--- src/rtl/serdes_link_sched.sv ---
// Round-robin scheduler that shares one serializer/deserializer link among NUM_REQ requesters.
// Optional finish-wait timeout: define SERDES_SCHED_TIMEOUT_EN.
module serdes_link_sched #(
  parameter int NUM_REQ   = 4,
  parameter int DATA_W    = 40,
  parameter int FRAME_LEN = 40,
  parameter int GAP_CYC   = 2,
  parameter int TO_CYC    = 8
) (
  input  logic                       clk,
  input  logic                       rst,
  input  logic [NUM_REQ-1:0]         req_valid,
  input  logic [NUM_REQ*DATA_W-1:0]  req_data,
  output logic [NUM_REQ-1:0]         req_ready,
  output logic [DATA_W-1:0]          ser_data,
  output logic                       ser_data_rdy,
  input  logic                       des_finish,
  output logic                       busy,
  output logic [5:0]                 bit_cnt,
  output logic                       done_valid,
  output logic [$clog2(NUM_REQ)-1:0] done_id,
  output logic                       timeout_err,
  output logic [1:0]                 state_dbg
);

  localparam int IW = $clog2(NUM_REQ);

  // Handshake: a word transfers on a clock edge where req_valid[i] & req_ready[i];
  // req_ready is a one-hot grant, only ever non-zero in IDLE.
  typedef enum logic [1:0] {IDLE, SHIFT, WAIT_FIN, GAP} state_t;

  state_t        state, state_nx, post_st;
  logic [IW-1:0] last_grant, grant_idx;
  logic          grant_vld, accept, fin_ok, to_hit, gap_done, last_bit;
  logic [7:0]    gap_cnt;

  always_comb begin
    grant_vld = 1'b0;
    grant_idx = '0;
    for (int i = 1; i <= NUM_REQ; i++) begin
      if (!grant_vld && req_valid[IW'((int'(last_grant) + i) % NUM_REQ)]) begin
        grant_vld = 1'b1;
        grant_idx = IW'((int'(last_grant) + i) % NUM_REQ);
      end
    end
  end

  assign accept    = (state == IDLE) && grant_vld;
  assign req_ready = (accept && rst) ? (NUM_REQ'(1) << grant_idx) : '0;
  assign last_bit  = (bit_cnt == 6'(FRAME_LEN - 1));
  // Finish pulses before the final shift cycle belong to no frame and are dropped.
  assign fin_ok    = des_finish && (((state == SHIFT) && last_bit) || (state == WAIT_FIN));
  assign gap_done  = (gap_cnt == 8'(GAP_CYC - 1));
  assign post_st   = (GAP_CYC == 0) ? IDLE : GAP;
  assign busy      = (state != IDLE);
  assign done_valid  = fin_ok;
  assign timeout_err = to_hit;
  assign state_dbg   = state;

`ifdef SERDES_SCHED_TIMEOUT_EN
  logic [3:0] wait_cnt;

  // Completion beats timeout when both land in the same cycle.
  assign to_hit = (state == WAIT_FIN) && (wait_cnt == 4'(TO_CYC)) && !des_finish;

  always_ff @(posedge clk or negedge rst) begin
    if (!rst)                   wait_cnt <= '0;
    else if (state == WAIT_FIN) wait_cnt <= wait_cnt + 4'd1;
    else                        wait_cnt <= '0;
  end
`else
  assign to_hit = 1'b0;
`endif

  always_ff @(posedge clk or negedge rst) begin
    if (!rst) state <= IDLE;
    else      state <= state_nx;
  end

  always_comb begin
    state_nx = state;
    unique case (state)
      IDLE:     if (accept) state_nx = SHIFT;
      SHIFT: begin
        if (fin_ok)        state_nx = post_st;
        else if (last_bit) state_nx = WAIT_FIN;
      end
      WAIT_FIN: if (fin_ok || to_hit) state_nx = post_st;
      GAP:      if (gap_done) state_nx = IDLE;
      default:  state_nx = IDLE;
    endcase
  end

  always_ff @(posedge clk or negedge rst) begin
    if (!rst) begin
      ser_data     <= '0;
      ser_data_rdy <= 1'b0;
      done_id      <= '0;
      last_grant   <= IW'(NUM_REQ - 1);
      bit_cnt      <= '0;
      gap_cnt      <= '0;
    end else begin
      ser_data_rdy <= 1'b0;
      if (accept) begin
        ser_data     <= req_data[grant_idx*DATA_W +: DATA_W];
        ser_data_rdy <= 1'b1;
        done_id      <= grant_idx;
        last_grant   <= grant_idx;
        bit_cnt      <= '0;
      end else if ((state == SHIFT) && !last_bit) begin
        bit_cnt <= bit_cnt + 6'd1;
      end
      if (state == GAP) gap_cnt <= gap_cnt + 8'd1;
      else              gap_cnt <= '0;
    end
  end

endmodule

--- config.mk ---
export PLATFORM = sky130hd
export DESIGN_NAME = serdes_link_sched
export DESIGN_NICKNAME = d
export VERILOG_FILES = /design/src/rtl/serdes_link_sched.sv
export SDC_FILE = /design/constraint.sdc
export NUM_CORES = 1
export LEC_CHECK = 0
export BUFFER_PORTS_ARGS = -buffer_cell sky130_fd_sc_hd__buf_4
export CAP_MARGIN = 15
export CORE_ASPECT_RATIO = 1.2
export CORE_MARGIN = 1.5
export CORE_UTILIZATION = 35
export DETAILED_ROUTE_END_ITERATION = 16
export PLACE_DENSITY = 0.65
export SETUP_SLACK_MARGIN = 0.3
export SYNTH_ARGS = -nofsm -noshare
export SYNTH_HDL_FRONTEND = slang
export SYNTH_SLANG_ARGS = --single-unit
--- constraint.sdc ---
create_clock -name clk -period 2.37 [get_ports clk]
set_clock_uncertainty 0.1 [all_clocks]
set_input_delay 0.474 -clock clk [delete_from_list [all_inputs] [get_ports clk]]
set_output_delay 0.474 -clock clk [all_outputs]
set_load 0.02 [all_outputs]
## Yosys cells after proc, flatten, opt, wreduce, memory -nomap -nowiden

Cells that the tools add are included.

- Register bits after elaboration: 61
- Bits of input ports: 167
- Output and inout port bits: 58
- Word-level logic and storage cells: 77

- $add $sub $neg: 6
- $mul: 1
- Magnitude comparators: 4
- Equality and inequality tests: 9
- Shifts and indexed selects: 2
- Multiplexer cells: 31
- Reductions and logical operators: 17

Operators with widths:

| cell | number |
|---|---|
| 160-bit by 9-bit variable part select with 40-bit output | 1 |
| 2-bit 2-to-1 mux | 9 |
| 2-bit by 4-bit < comparator with 1-bit output, second input constant | 4 |
| 1-bit 2-to-1 mux | 13 |
| 6-bit 2-to-1 mux | 2 |
| 8-bit by 1-bit adder with 8-bit output, second input constant | 1 |
| 1-bit binary-select mux with 2-bit select | 4 |
| 8-bit by 1-bit == test with 1-bit output, second input constant | 1 |
| 1-bit logical AND | 8 |
| 8-bit 2-to-1 mux | 1 |
| 2-bit case mux with 4 select lines | 1 |
| 6-bit by 1-bit adder with 6-bit output, second input constant | 1 |
| 6-bit == test, second input constant | 1 |
| 2-bit inequality test, second input constant | 3 |
| 2-bit by 3-bit multiplier with 5-bit output, second input constant | 1 |
| 2-bit by 1-bit adder with 2-bit output, second input constant | 2 |
| 2-bit adder, second input constant | 2 |
| 2-bit == test, second input constant | 2 |
| 1-bit logical NOT | 4 |
| 4-bit 2-to-1 mux | 1 |
| 4-bit AND reduction | 1 |
| 2-bit nonzero test | 2 |
| 1-bit by 2-bit << shifter with 4-bit output, first input constant | 1 |
| 3-bit inequality test, second input constant | 1 |
| 3 further kinds | 3 |

## Logic depth before layout (Yosys ltp)

Gate-level depths: netlist of the first run.

- Word-level depth: 17
- Gate-level depth with buffers: 7
- Depth with buffers taken out: 6

## Least setup slack after synthesis of the first run

OpenSTA, ideal clock, no wires.

- Kind: input port to output port
- Start: input req_valid[2]
- End: output req_ready[0]
- Data arrival time: 1674 ps
- Data required time: 1796 ps
- Setup slack: 122 ps
- Cell stages on the path: 6
- Buffers on the path: 2
- Path through: buf_2 > or2_2 > a21oi_2 > clkbuf_1 > nor2_1 > nor2_1

- Longest elaborated chain between the ends: 16
- Elaborated cells on any way between the ends: 30
- Classes of those cells: shift (1); mux (21); reduce/logical (8)

RTL lines:

| what | RTL line | source |
|---|---|---|
| start, declared | 12 | `input logic [NUM_REQ-1:0] req_valid,` |
| 1-bit binary-select mux with 2-bit select | 41 | `if (!grant_vld && req_valid[IW'((int'(last_grant) + i) % NUM_REQ)]) begin` |
| 1-bit 2-to-1 mux (not written as such) (2 in a row) | 41 |  |
| 1-bit 2-to-1 mux | 41 |  |
| 1-bit logical NOT | 41 |  |
| 1-bit logical AND | 41 |  |
| 1-bit 2-to-1 mux | 41 |  |
| 1-bit logical NOT | 41 |  |
| 1-bit logical AND | 41 |  |
| 1-bit 2-to-1 mux | 41 |  |
| 1-bit logical NOT | 41 |  |
| 1-bit logical AND | 41 |  |
| 1-bit 2-to-1 mux | 41 |  |
| 1-bit logical AND | 48 | `assign accept = (state == IDLE) && grant_vld;` |
| 1-bit logical AND | 49 | `assign req_ready = (accept && rst) ? (NUM_REQ'(1) << grant_idx) : '0;` |
| 4-bit 2-to-1 mux (*) | 49 |  |
| end, declared | 14 | `output logic [NUM_REQ-1:0] req_ready,` |

Mark *: on every way between the ends. The rest lies on a longest branch, timed or not. The select of a mux whose other input is x is not followed.

## Final worst setup path of the first run

- Start: register last_grant[1]
- End: output req_ready[2]

- Longest elaborated chain between the ends: 17
- Elaborated cells on any way between the ends: 34
- Classes of those cells: add/sub (4); shift (1); mux (21); reduce/logical (8)

RTL lines:

| what | RTL line | source |
|---|---|---|
| start, declared | 33 | `logic [IW-1:0] last_grant, grant_idx;` |
| start signal, assigned | 99 | `last_grant <= IW'(NUM_REQ - 1);` |
| start signal, assigned | 108 | `last_grant <= grant_idx;` |
| 2-bit by 1-bit adder with 2-bit output | 41, 43 |  |
| 1-bit binary-select mux with 2-bit select | 41 |  |
| 1-bit 2-to-1 mux (not written as such) (2 in a row) | 41 |  |
| 1-bit 2-to-1 mux | 41 |  |
| 1-bit logical NOT | 41 |  |
| 1-bit logical AND | 41 |  |
| 1-bit 2-to-1 mux | 41 |  |
| 1-bit logical NOT | 41 |  |
| 1-bit logical AND | 41 |  |
| 1-bit 2-to-1 mux | 41 |  |
| 1-bit logical NOT | 41 |  |
| 1-bit logical AND | 41 |  |
| 1-bit 2-to-1 mux | 41 |  |
| 1-bit logical AND | 48 |  |
| 1-bit logical AND | 49 |  |
| 4-bit 2-to-1 mux (*) | 49 |  |

Marked as above.

==> impl_metrics.tcl, run 1 <==
set metrics [dict create \
    min-delay-path-class "in2async" \
    drcViolationCount 0 \
    warnings_synthesis 0 \
    critical_path.max_stage_delay_ns 0.59 \
    clock_power_share 0.178 \
    design.core.area_mm2 0.01098 \
    synth_async_sr_flop_share 1.000 \
    path_clk_slew_ns 0.06 \
    rsz_0062_raised_after_global_routing "true" \
    routed_wire_length_per_instance_um 17.29 \
    timing.setup.tns_ns 0 \
    floorplan.rows 42 \
    finalSetupViolCount 0 \
    numCtsBuffers 9 \
    number_of_enable_flip_flop_cells_after_synthesis 0 \
    ctsRootBufferMaster "sky130_fd_sc_hd__clkbuf_16" \
    layout-drive-gt1-share 0.4382 \
    cts_tree "built" \
    power.switching_mw 3.039 \
    synth.cell_area_mm2 0.003910 \
    postSynthAreaPerCell_um2 8.556 \
    critical_path.max_fanout 7 \
    ir_drop_mv 0.4973 \
    grt_max_degree 62 \
    area_of_all_placed_cells_without_fillers_mm2 0.006146 \
    worst_ep_arrival_time_ns 1.59 \
    via_count 4463 \
    most-common-layout-cells "sky130_fd_sc_hd__buf_4, sky130_fd_sc_hd__dfrtp_1, sky130_fd_sc_hd__a21oi_1, sky130_fd_sc_hd__and2_1, sky130_fd_sc_hd__nor2_1" \
    design.die.area_mm2 0.01182 \
    detail_route.vias_per_cell 5.496 \
    timing_hold_violations_final 0 \
    chipWidth_um 99.49 \
    dp_hpwl_um 9717 \
    drtIter0Drc 197 \
    areaGrowthSynthToFinish_pct 57.18 \
    overall_routing_resource_usage 0.2381 \
    synth_sequential_area_ratio 0.3910 \
    share_of_the_clock_period_used_by_the_worst_path 0.9113 \
    placedInstanceArea_mm2 0.005685 \
    grt_antenna_before_repair 0 \
    post-route-util 0.5596 \
    ys_seq_elements 61 \
    number_of_maximum_capacitance_constraint_violations 0 \
    place.gp.congestion 0.8881 \
    run_status "complete, no violations" \
    synth.distinct_cells 47 \
    grt_overflow 0 \
    power_frac_seq 0.257 \
    nNetsFinal 850 \
    cts_hold_buffers 0 \
    design_power_total_mw 6.995 \
    clock_latency_ns 0.32 \
    internal-power_mw 3.956 \
    worst_path_max_delay_cell "sky130_fd_sc_hd__dfstp_2" \
    timing_worst_slew_pin_value_ns 0.8026 \
    ant_nets 0 \
    cp-end-kind "primary output" \
    max_freq_ghz 0.4630 \
    initial_core_util 0.3560 \
    static_leakage_nw 2.782 \
    cp_top_family "flip-flops" \
    clock_tree.htree_level_count 3 \
    worst-path-buf-inv 1 \
    setup.worst_path.start_class "flip-flop" \
    dieHeight_um 118.8 \
    grt_pass1_vias 4499 \
    syn-instance-count 457 \
    final_period_minus_worst_setup_slack_ns 2.160 \
    pin_count 225 \
    route.final.wire_length_um 14040 \
    drtPass1Iterations 5 \
    worstPathCellList "a21oi_1 -> o211a_1 -> and3_4 -> buf_4" \
    grt_first_pass_wirelength_um 22400 \
    netSwitchingFraction 0.4345 \
    final_cell_count_no_fill 812 \
    cell_pwr_density_mw_per_mm2 1138 \
    number_of_antenna_repair_diodes 0 \
    placedCellCount 782 \
    max-clock-path-buffers 2 \
    port_bufs 223 \
    setup.worst_path.class "reg2out" \
    layout_commonest_cell "sky130_fd_sc_hd__buf_4" \
    synth_top_flop_cell "sky130_fd_sc_hd__dfrtp_1" \
    worst_endpoint_required_time_ns 1.80 \
    slew-limit-headroom 0.4649 \
    final-max-slew-violation-count 0 \
    pwr-share-comb 0.565 \
    synthesis.nets 632 \
    clock_sinks 61 \
]
[worst paths after layout]
check,start,endpoint,slack [ns],cells after the start
setup / recovery,last_grant[1],req_ready[2],0.21,4
hold / removal,rst,ser_data[22],0.30,2
setup reg to reg,bit_cnt[1],state_dbg[1],0.33,6
hold reg to reg,gap_cnt[0],gap_cnt[0],0.39,1
max in group asynchronous,rst,state_dbg[0],1.27,2
min in group clk,req_data[13],ser_data[13],0.33,3
[power by group through the flow]
stage | combinational, mW | sequential [mW] | clock, mW
6_report | 3.95 | 1.80 | 1.25
5_1_grt | 4.29 | 1.85 | 1.32
4_1_cts | 3.91 | 1.79 | 1.27
3_5_place_dp | 3.73 | 1.83 | 0
3_3_place_gp | 3.70 | 1.81 | 0
2_1_floorplan | 1.90 | 2.28 | 0
[per-layer routing]
layer  share of wire  track usage  up-vias
met5               0            0        -
met4           0.021      0.09155        0
met3           0.054      0.03844       25
met2            0.52       0.4170      172
met1            0.40       0.2899     2147
li1                -            -     2119
[cells by family after synthesis]
kind of cell,Yosys count,share of synthesized area
fa+ha+maj,8,0.02560
xor+xnor,8,0.01792
flops,61,0.3910
simple gates,139,0.1850
other cells,1,0.0009591
mux,3,0.008320
buf+inv,51,0.06112
compound gates,186,0.3101
[per-stage QoR]
step	hold slack [ns]	worst slack, ns
6_report	0.3008	0.2103
5_1_grt	0.3314	0.1613
4_1_cts	0.3202	0.1513
3_5_place_dp	0.3714	0.2789
3_3_place_gp	0.3643	0.2809
2_1_floorplan	0.07841	0.2818
[cells in the mapped netlist (5+ instances only)]
cell type                  instances  area [um2]
sky130_fd_sc_hd__nor2_1           50       187.7
sky130_fd_sc_hd__nand2_1          10       37.54
sky130_fd_sc_hd__a31oi_1          41       256.5
sky130_fd_sc_hd__clkbuf_1         27       101.4
sky130_fd_sc_hd__o21ai_0          45       225.2
sky130_fd_sc_hd__nand3_1          10       50.05
sky130_fd_sc_hd__a21oi_1          47       235.2
sky130_fd_sc_hd__buf_2            11       55.05
sky130_fd_sc_hd__xnor2_1           5       43.79
sky130_fd_sc_hd__dfrtp_1          59        1476
sky130_fd_sc_hd__inv_1             7       26.28
sky130_fd_sc_hd__a32oi_1          40       350.3
sky130_fd_sc_hd__and2_1           46       287.8
sky130_fd_sc_hd__ha_1              8       100.1
[worst reg2reg max path, delay by kind of cell, from the launching register on]
kind,cells,cell delay (ns)
AO/OA/AOI/OAI,2,0.52
adder cells (fa/ha/maj),1,0.19
buffers and inverters,1,0.14
flip-flops,1,0.38
multiplexers,1,0.34
AND/OR/NAND/NOR,1,0.25
[state kept, by name (all words and copies together) (netlist names)]
name,flops
ser_data,40
gap_cnt,8
bit_cnt,6
done_id,2
last_grant,2
state_dbg,2
ser_data_rdy,1
[repair_timing]
action,in CTS,in global routing
endpoints found under the setup margin,5,7
pin swaps,7,3
cloned,0,0
setup buffers,9,5
gates resized for setup,15,3
hold endpoints to repair,0,0
[layout make-up]
class / instances / area [um2]
Timing Repair Buffer: 250 / 1888
Clock buffer: 11 / 252.7
Sequential cell: 61 / 1530
Fill cell: 1014 / 4837
Tap cell: 132 / 165.2
Clock inverter: 5 / 35.03
Multi-Input combinational cell: 345 / 2242
Inverter: 8 / 32.53
(Power assumes the default switching activity.)
==> run 2, diff against run 1 <==
Settings changed: BUFFER_PORTS_ARGS -buffer_cell sky130_fd_sc_hd__buf_4 to -buffer_cell sky130_fd_sc_hd__buf_2, CELL_PAD_IN_SITES_DETAIL_PLACEMENT from default to 0, CELL_PAD_IN_SITES_GLOBAL_PLACEMENT from default to 1, CORE_UTILIZATION 35 to 31, PLACE_DENSITY 0.65 to 0.8.
==> run 2 against run 1 <==
Against the previous run:
- maximum frequency shrank 0.32%
- flip-flop and latch count stayed put
- register-to-register slack improved by 0.07 ns
- sequential share of layout area grew 1.9 points
- cell count increased by 4.8%
- critical endpoint is now req_ready[3]
==> impl_metrics.tcl, run 2 (synthesized netlist as in run 1, its figures left out) <==
set metrics [dict create \
    reg_top3 "ser_data x40, gap_cnt x8, bit_cnt x6" \
    clock_tree.htree_level_count 3 \
    grt_max_degree 46 \
    design.die.area_mm2 0.01330 \
    chipWidth_um 105.5 \
    setup.worst_path.class "reg2out" \
    grt_overflow 0 \
    finalSetupViolCount 0 \
    floorplan.rows 44 \
    rsz_0062_raised_after_global_routing "true" \
    layout-drive-gt1-share 0.4449 \
    grt_antenna_before_repair 0 \
    drtPass1Iterations 4 \
    cp-end-kind "primary output" \
    number_of_antenna_repair_diodes 0 \
    setup.worst_path.start_class "flip-flop" \
    cts_tree "built" \
    timing_worst_slew_pin_value_ns 0.5281 \
    min-delay-path-class "in2async" \
    ir_drop_mv 0.4845 \
    max_freq_ghz 0.4616 \
    design.core.area_mm2 0.01222 \
    drcViolationCount 0 \
    grt_pass1_vias 4659 \
    share_of_the_clock_period_used_by_the_worst_path 0.9142 \
    static_leakage_nw 2.634 \
    timing_hold_violations_final 0 \
    largest_reg_flops 40 \
    clock_sinks 61 \
    port_bufs 223 \
    areaGrowthSynthToFinish_pct 46.21 \
    worst_path_max_delay_cell "sky130_fd_sc_hd__dfstp_2" \
    overall_routing_resource_usage 0.2159 \
    ant_nets 0 \
    critical_path.max_fanout 5 \
    timing.setup.tns_ns 0 \
    via_count 4488 \
    layout_commonest_cell "sky130_fd_sc_hd__buf_2" \
    route.final.wire_length_um 14380 \
    detail_route.vias_per_cell 5.274 \
    path_clk_slew_ns 0.05 \
    slew-limit-headroom 0.6479 \
    run_status "complete, no violations" \
    max-clock-path-buffers 2 \
    clock_latency_ns 0.32 \
    worst_endpoint_required_time_ns 1.80 \
    largest_register "ser_data" \
    pin_count 225 \
    initial_core_util 0.3199 \
    design_power_total_mw 6.745 \
    final_period_minus_worst_setup_slack_ns 2.167 \
    worst_ep_arrival_time_ns 1.59 \
    place.gp.congestion 0.8336 \
    cts_hold_buffers 0 \
    cell_pwr_density_mw_per_mm2 1180 \
    nNetsFinal 860 \
    dieHeight_um 126.0 \
    grt_first_pass_wirelength_um 22630 \
    worst_hold_slack_ns 0.1792 \
    drtIter0Drc 203 \
    critical_path.max_stage_delay_ns 0.59 \
    routed_wire_length_per_instance_um 16.90 \
    worstPathCellList "nor2b_4 -> o311ai_4 -> nand2_4 -> nor2_4 -> buf_6" \
    numCtsBuffers 9 \
    dp_hpwl_um 10230 \
    final-max-slew-violation-count 0 \
    number_of_maximum_capacitance_constraint_violations 0 \
    ctsRootBufferMaster "sky130_fd_sc_hd__clkbuf_16" \
    most-common-layout-cells "sky130_fd_sc_hd__buf_2, sky130_fd_sc_hd__dfrtp_1, sky130_fd_sc_hd__and2_1, sky130_fd_sc_hd__nor2_1, sky130_fd_sc_hd__a21oi_1" \
]
## run 2: cell types whose count changed in the layout (fill, tap and decap cells not counted), moves of 2 or more
cell	change
sky130_fd_sc_hd__clkinvlp_4	-4
sky130_fd_sc_hd__clkbuf_8	-2
sky130_fd_sc_hd__buf_4	-211
sky130_fd_sc_hd__buf_6	+3
sky130_fd_sc_hd__inv_2	+2
sky130_fd_sc_hd__a21oi_4	+2
sky130_fd_sc_hd__buf_2	+218
sky130_fd_sc_hd__clkbuf_1	+5
## run 2: cell type report
type	count	area, um2
Inverter	8	30.03
Fill cell	1233	6505
Multi-Input combinational cell	345	2272
Tap cell	161	201.4
Timing Repair Buffer	260	1429
Clock inverter	2	10.01
Clock buffer	14	244.0
Sequential cell	61	1530
## run 2: per-stage QoR
| stage | util | cell area [um2] | worst slack, ns | std cells |
|---|---|---|---|---|
| global route | 0.4678 | 5717 | 0.1422 | 851 |
| detailed placement | 0.4256 | 5201 | 0.1839 | 815 |
| floorplan | - | 3985 | 0.2818 | 457 |
| CTS | 0.4637 | 5667 | 0.1967 | 849 |
| finish | 0.4678 | 5717 | 0.2034 | 851 |
| global placement | 0.4256 | 5201 | 0.2351 | 815 |
## run 2: final timing paths
kind | from | to | slack (ns) | cells after the start
min reg2reg | done_id[1] | done_id[1] | 0.39 | 2
min in group clk | req_data[31] | ser_data[31] | 0.32 | 3
max in group asynchronous | rst | state_dbg[1] | 1.50 | 2
min | rst | ser_data[10] | 0.18 | 2
max | last_grant[0] | req_ready[3] | 0.20 | 5
max reg2reg | bit_cnt[0] | bit_cnt[3] | 0.40 | 6
## run 2: layer usage
metal | routed length (um) | global-route usage | part of all wire | vias up
met4 | 385 | 0.1065 | 0.027 | 0
met3 | 813 | 0.03209 | 0.057 | 29
li1 | - | - | - | 2146
met2 | 7316 | 0.3841 | 0.51 | 185
met5 | 0 | 0 | 0 | -
met1 | 5868 | 0.2525 | 0.41 | 2128
## run 2: repair_timing
action	CTS	global route
resized for setup	24	8
hold endpoints to repair	0	0
endpoints found under the setup margin	5	48
pin swaps	15	1
setup buffers	18	2
## run 2: critical path, delay by kind of cell (launching register included)
family	cells	cell delay (ns)
and+or+nand+nor	3	0.23
buffers and inverters	1	0.12
AOI/OAI and AO/OA	1	0.33
DFF	1	0.59
## run 2: power breakdown
part / total (mW) / switching, mW / internal, mW
Sequential: 1.77 / 0.259 / 1.51
Combinational: 3.81 / 2.33 / 1.49
Clock: 1.16 / 0.454 / 0.705
